===== src/rtl/uart_tx_scheduler.sv =====
// -----------------------------------------------------------------------------
// uart_tx_scheduler
//   Round-robin arbiter that shares one UART transmitter among NUM_REQ
//   byte-stream requesters. A grant is held for a whole frame, from its first
//   byte up to the byte flagged with req_last. Bytes are handed to uart_tx with
//   a one-cycle tx_send pulse. uart_tx reports that it is idle with the level
//   signal tx_ready.
//
// Ports
//   clk          system clock
//   reset_b      asynchronous active-low reset
//   req          per-requester "byte available"
//   req_data     byte of requester i at [8*i+7:8*i]
//   req_last     per-requester "this byte ends the frame"
//   ack          one-cycle pulse, requester i's byte was taken
//   grant        one-hot owner of the transmitter (0 when idle)
//   tx_data      byte to uart_tx (registered, stable between sends)
//   tx_send      one-cycle start pulse to uart_tx
//   tx_ready     uart_tx idle level
//   busy         high while a grant is held
//   timeout_err  sticky flag, a grant was revoked by timeout
// -----------------------------------------------------------------------------
module uart_tx_scheduler #(
    parameter int NUM_REQ = 4,
    parameter int TIMEOUT = 1024,
    parameter int TO_W    = 10
) (
    input  logic                 clk,
    input  logic                 reset_b,
    input  logic [NUM_REQ-1:0]   req,
    input  logic [8*NUM_REQ-1:0] req_data,
    input  logic [NUM_REQ-1:0]   req_last,
    output logic [NUM_REQ-1:0]   ack,
    output logic [NUM_REQ-1:0]   grant,
    output logic [7:0]           tx_data,
    output logic                 tx_send,
    input  logic                 tx_ready,
    output logic                 busy,
    output logic                 timeout_err
);

    localparam int                 IDX_W    = $clog2(NUM_REQ);
    localparam logic [IDX_W-1:0]   LAST_IDX = IDX_W'(NUM_REQ - 1);
    localparam logic [TO_W-1:0]    TO_LIMIT = TO_W'(TIMEOUT - 1);
    localparam logic [NUM_REQ-1:0] ONE_HOT0 = NUM_REQ'(1'b1);

    typedef enum logic [1:0] {
        S_IDLE  = 2'd0,
        S_LOAD  = 2'd1,
        S_GUARD = 2'd2,
        S_WAIT  = 2'd3
    } state_t;

    // Requester index following idx, wrapping at NUM_REQ (works for non power-of-two counts).
    function automatic logic [IDX_W-1:0] wrap_inc(input logic [IDX_W-1:0] idx);
        if (idx == LAST_IDX) begin
            wrap_inc = {IDX_W{1'b0}};
        end else begin
            wrap_inc = idx + IDX_W'(1'b1);
        end
    endfunction

    // k-th position of the round-robin scan that starts at base.
    function automatic logic [IDX_W-1:0] scan_idx(input logic [IDX_W-1:0] base, input int k);
        int pos;
        pos = int'(base) + k;
        if (pos >= NUM_REQ) begin
            pos = pos - NUM_REQ;
        end else begin
            pos = pos + 0;
        end
        scan_idx = IDX_W'(pos);
    endfunction

    state_t               state_r, state_s;
    logic [IDX_W-1:0]     gidx_r, gidx_s;
    logic [IDX_W-1:0]     rr_ptr_r, rr_ptr_s;
    logic                 last_r, last_s;
    logic [TO_W-1:0]      to_cnt_r, to_cnt_s;
    logic [NUM_REQ-1:0]   ack_r, ack_s;
    logic [NUM_REQ-1:0]   grant_r, grant_s;
    logic [7:0]           tx_data_r, tx_data_s;
    logic                 tx_send_r, tx_send_s;
    logic                 busy_r, busy_s;
    logic                 timeout_err_r, timeout_err_s;
    logic                 pick_valid_s;
    logic [IDX_W-1:0]     pick_idx_s;

    // Round-robin pick: scan from the far end back to rr_ptr so the position closest to rr_ptr wins.
    always_comb begin
        pick_valid_s = 1'b0;
        pick_idx_s   = {IDX_W{1'b0}};
        for (int k = NUM_REQ - 1; k >= 0; k--) begin
            pick_valid_s = pick_valid_s | req[scan_idx(rr_ptr_r, k)];
            pick_idx_s   = req[scan_idx(rr_ptr_r, k)] ? scan_idx(rr_ptr_r, k) : pick_idx_s;
        end
    end

    // Next-state and next-output logic of the scheduler FSM.
    always_comb begin
        state_s       = state_r;
        gidx_s        = gidx_r;
        rr_ptr_s      = rr_ptr_r;
        last_s        = last_r;
        to_cnt_s      = to_cnt_r;
        ack_s         = {NUM_REQ{1'b0}};
        grant_s       = grant_r;
        tx_data_s     = tx_data_r;
        tx_send_s     = 1'b0;
        busy_s        = busy_r;
        timeout_err_s = timeout_err_r;

        case (state_r)
            S_IDLE: begin
                if (pick_valid_s) begin
                    gidx_s   = pick_idx_s;
                    grant_s  = ONE_HOT0 << pick_idx_s;
                    busy_s   = 1'b1;
                    to_cnt_s = {TO_W{1'b0}};
                    state_s  = S_LOAD;
                end else begin
                    grant_s  = {NUM_REQ{1'b0}};
                    busy_s   = 1'b0;
                end
            end
            S_LOAD: begin
                if (tx_ready && req[gidx_r]) begin
                    // Byte, start pulse, ack and last flag all belong to the same accepted byte.
                    tx_data_s = req_data[{gidx_r, 3'b000} +: 8];
                    tx_send_s = 1'b1;
                    ack_s     = grant_r;
                    last_s    = req_last[gidx_r];
                    to_cnt_s  = {TO_W{1'b0}};
                    state_s   = S_GUARD;
                end else if (!req[gidx_r]) begin
                    // Only a silent owner ages the grant; back-pressure from uart_tx does not.
                    if (to_cnt_r == TO_LIMIT) begin
                        timeout_err_s = 1'b1;
                        grant_s       = {NUM_REQ{1'b0}};
                        busy_s        = 1'b0;
                        rr_ptr_s      = wrap_inc(gidx_r);
                        to_cnt_s      = {TO_W{1'b0}};
                        state_s       = S_IDLE;
                    end else begin
                        to_cnt_s      = to_cnt_r + TO_W'(1'b1);
                    end
                end else begin
                    to_cnt_s = to_cnt_r;
                end
            end
            S_GUARD: begin
                // uart_tx has not yet dropped tx_ready for the byte just sent.
                state_s = S_WAIT;
            end
            S_WAIT: begin
                if (tx_ready) begin
                    if (last_r) begin
                        grant_s  = {NUM_REQ{1'b0}};
                        busy_s   = 1'b0;
                        rr_ptr_s = wrap_inc(gidx_r);
                        state_s  = S_IDLE;
                    end else begin
                        state_s  = S_LOAD;
                    end
                end else begin
                    state_s = S_WAIT;
                end
            end
            default: begin
                grant_s = {NUM_REQ{1'b0}};
                busy_s  = 1'b0;
                state_s = S_IDLE;
            end
        endcase
    end

    // State and registered-output update.
    always_ff @(posedge clk or negedge reset_b) begin
        if (!reset_b) begin
            state_r       <= S_IDLE;
            gidx_r        <= {IDX_W{1'b0}};
            rr_ptr_r      <= {IDX_W{1'b0}};
            last_r        <= 1'b0;
            to_cnt_r      <= {TO_W{1'b0}};
            ack_r         <= {NUM_REQ{1'b0}};
            grant_r       <= {NUM_REQ{1'b0}};
            tx_data_r     <= 8'h00;
            tx_send_r     <= 1'b0;
            busy_r        <= 1'b0;
            timeout_err_r <= 1'b0;
        end else begin
            state_r       <= state_s;
            gidx_r        <= gidx_s;
            rr_ptr_r      <= rr_ptr_s;
            last_r        <= last_s;
            to_cnt_r      <= to_cnt_s;
            ack_r         <= ack_s;
            grant_r       <= grant_s;
            tx_data_r     <= tx_data_s;
            tx_send_r     <= tx_send_s;
            busy_r        <= busy_s;
            timeout_err_r <= timeout_err_s;
        end
    end

    assign ack         = ack_r;
    assign grant       = grant_r;
    assign tx_data     = tx_data_r;
    assign tx_send     = tx_send_r;
    assign busy        = busy_r;
    assign timeout_err = timeout_err_r;

endmodule

===== config.mk =====
export PLATFORM = sky130hd
export DESIGN_NAME = uart_tx_scheduler
export DESIGN_NICKNAME = d
export VERILOG_FILES = /design/src/rtl/uart_tx_scheduler.sv
export SDC_FILE = /design/constraint.sdc
export NUM_CORES = 1
export LEC_CHECK = 0
export BUFFER_PORTS_ARGS = -buffer_cell sky130_fd_sc_hd__buf_2
export CELL_PAD_IN_SITES_DETAIL_PLACEMENT = 0
export CELL_PAD_IN_SITES_GLOBAL_PLACEMENT = 1
export CORE_AREA = 2 2 81 83
export CTS_CLUSTER_DIAMETER = 200
export DETAILED_ROUTE_END_ITERATION = 10
export DIE_AREA = 0 0 83 85
export GPL_ROUTABILITY_DRIVEN = 0
export HOLD_SLACK_MARGIN = 0.12
export PLACE_DENSITY = 0.74
export RECOVER_POWER = 100
export SYNTH_ARGS = -nofsm -noshare
export SYNTH_HDL_FRONTEND = slang
export SYNTH_SLANG_ARGS = --single-unit

===== constraint.sdc =====
create_clock -name clk -period 2.05 [get_ports clk]
set_input_delay 0.3075 -clock clk [delete_from_list [all_inputs] [get_ports clk]]
set_output_delay 0.3075 -clock clk [all_outputs]
set_load 0.01 [all_outputs]

==> run summary <==
Outcome - complete, but fails checks
Failing checks - setup timing
Static leakage - 0.00128 uW
Post-synth EDFFs - 0
FF+latch count, synth - 36
R2R setup slack - -0.003 ns
Post-synth cell types - 49
CP required - 2.22 ns
Total of max-cap violations - 0
Worst VDD drop - 0.626 mV
Reg-to-Reg End - rr_ptr_r[0]$_DFFE_PN0P_
Seq/Total Area, Yosys - 0.430
Final setup margin - -0.00285 ns
RR Startpoint - gidx_r[0]$_DFFE_PN0P_
Antenna violations before repair - 0
Starting Density - 0.338
CTS H-tree depth - 2
Placed cells - 350
Internal power - 2010 uW
Iteration count of the initial detailed-routing pass - 4
P_sw - 1390 uW
Non-filler cells, final - 360
# IOs - 62
Sequential power share - 0.325
RSZ-0062 raised after global routing - yes
Synth top cells by count - 38 x nand2_1, 36 x dfrtp_1, 10 x mux4_2
HPWL after DPL - 3.95 mm
Layout cells sized above 1 - 0.304
DIE AREA - 0.00706 mm^2
Final min period - 2.05 ns
Starting DRT DRC Count - 109
Post-Synthesis Cells - 200
FF-to-FF path depth - 4
Overflow after GRT - 0
CTS Root Cell - clkbuf_8
Antenna Cells - 0
CTS Sinks - 36
Place WS - -0.0176 ns
Final-report hold violation count - 0
Number of vias per cell - 5.20
Final Cycle Share - 1.00
Worst-path clk slew - 0.07 ns
Worst min-delay path category - in2reg
Most instantiated library cell after synthesis - nand2_1
Placed Area - 0.00261 mm^2
Core area - 0.00620 mm^2
Global-route wire length before repair - 8.78 mm
Via count - 1,873
PortBufs - 61
Syn Area/Cell - 10.5 um^2
DRC Markers - 0
Clk Latency, worst-skew pair - 0.29 ns
Clock power share - 0.140
Die height - 85 um
WL per Instance - 14.4 um
Worst-Margin Slew - 0.744 ns
GRT met2 Usage - 0.253
Met3 Use GR - 0.0340
CTS tree - done
Final instance area - 0.00271 mm^2
TNS Setup - -0.00285 ns
Synth Warn # - 0
Async SR Flop Fraction - 1.00
Post-Syn Area - 0.00209 mm^2
Core Rows - 29
Crit Path Class - reg2reg
Worst hold start - req_data[25]
CP endpoint kind - flip-flop
Worst rel slew slack - 0.504
Worst Hold Endpoint - tx_data[1]$_DFFE_PN0P_
CP startpoint - gidx_r[0]$_DFFE_PN0P_
Top post-synthesis cells by area - dfrtp_1 43%, mux4_2 11%, nand2_1 6.8%
Post-synth top flop - dfrtp_1
Hold path cells - 4
Die width - 83 um
Synth area leader - dfrtp_1
Share of the synthesized area in the top cell type - 0.430
Routed wire length - 5.18 mm
Syn-to-layout area delta - 29.3%
Mapped Nets - 250
M1 GR Usage - 0.202
Longest Clk Path Bufs - 2
Clock Skews - 0.00412 ns
GR peak layer - met2
Vias in the first global route - 1,839
Final Net Count - 333
Clock buffer count from CTS - 5
PD cells - 1260 mW/mm^2
Switching part of the total power - 0.410
CP max FO - 3
Max Fclk - 487 MHz
Final Slew Violations - 0
Largest net degree at the start of global routing - 25
CP Data Arrival Time - 2.22 ns
Routed Antenna Nets - 0
CP startpoint kind - flip-flop
Combinational share of power - 0.534
GRT Total Usage - 0.155
Final Setup Violations - 1
worst max-delay path by stage:
stage / end / slack, ns / cells past startpoint
detailed placement: to_cnt_r[7]$_DFFE_PN0P_ / -0.02 / 6
CTS: rr_ptr_r[0]$_DFFE_PN0P_ / 0.02 / 4
floorplan: rr_ptr_r[0]$_DFFE_PN0P_ / 0.01 / 4
finish: rr_ptr_r[0]$_DFFE_PN0P_ / -0.003 / 4
global placement: rr_ptr_r[1]$_DFFE_PN0P_ / 0.03 / 4
global route: rr_ptr_r[1]$_DFFE_PN0P_ / -0.05 / 4
metal layers:
metal / share of wire / wire length, um
met4: 0.014 / 75
met3: 0.039 / 203
met1: 0.47 / 2440
met2: 0.47 / 2460
met5: 0 / 0
cells by family (layout without fill, tap and decap cells):
family,Yosys count,in the layout,synth area share
adder cells (fa/ha/maj),7,7,0.0418
flip-flops,36,36,0.430
buffers and inverters,15,98,0.0269
AO/OA/AOI/OAI,42,42,0.162
multiplexers,16,16,0.138
AND/OR/NAND/NOR,84,84,0.201
metrics by stage:
| step | hold WS [ns] | power, uW | util |
|---|---|---|---|
| after global routing | 0.425 | 3700 | 0.437 |
| after CTS | 0.418 | 3440 | 0.438 |
| final | 0.424 | 3400 | 0.437 |
| after global placement | 0.228 | 2890 | 0.421 |
| after floorplan | 0.0119 | 2280 | - |
| after detailed placement | 0.232 | 2910 | 0.421 |
power by group through the flow:
stage	logic, uW	registers, uW	clock network, uW
final	1820	1110	478
after global routing	2040	1140	520
after CTS	1840	1110	498
after detailed placement	1800	1120	0
after global placement	1780	1110	0
after floorplan	1120	1160	0
placed cells by master, fill, tap and decap left out, types with 3 or more instances in the layout:
cell type and count:
ha_1 7, nand3_1 5, mux2_1 3, a21o_1 3
and4_1 3, a32o_1 4, mux2i_1 3, nor3_1 4
mux4_2 10, or3_1 3, clkbuf_2 3, clkbuf_8 5
and2_1 4, dfrtp_1 36, nand2_1 38, buf_2 41
nor2_1 7, o21ai_0 6, clkbuf_1 22, nand2b_1 3
a221o_1 5, inv_1 8, buf_4 17
critical path: stages (launching register included):
cell	delay, ns
dfrtp_1	0.39
mux4_2	0.57
or4_4	0.45
o21ai_4	0.18
mux2_1	0.34
layout make-up:
cell class                 instances  area [um^2]
tap                               77         96.3
inverter                           8         30.0
timing repair buffer              83          437
sequential                        36          901
clock inverter                     1         5.00
fill                             643         3500
clock buffer                       6         72.6
multi-input combinational        149         1170
registers in the layout, summed over array words and instances (netlist names), 2 cells and up:
name,cells
gidx_r,2
rr_ptr_r,2
grant,4
to_cnt_r,10
ack,4
tx_data,8
state_r,2
timing repair:
action | in CTS | in global routing
setup buffers | 1 | 1
pin swaps | 1 | 1
gates cloned | 0 | 0
hold endpoints to repair | 12 | 0
setup endpoints to repair | 4 | 9
hold buffers | 1 | 0
resized for setup | 1 | 5
Note: power is estimated with default switching activity, not from simulation.
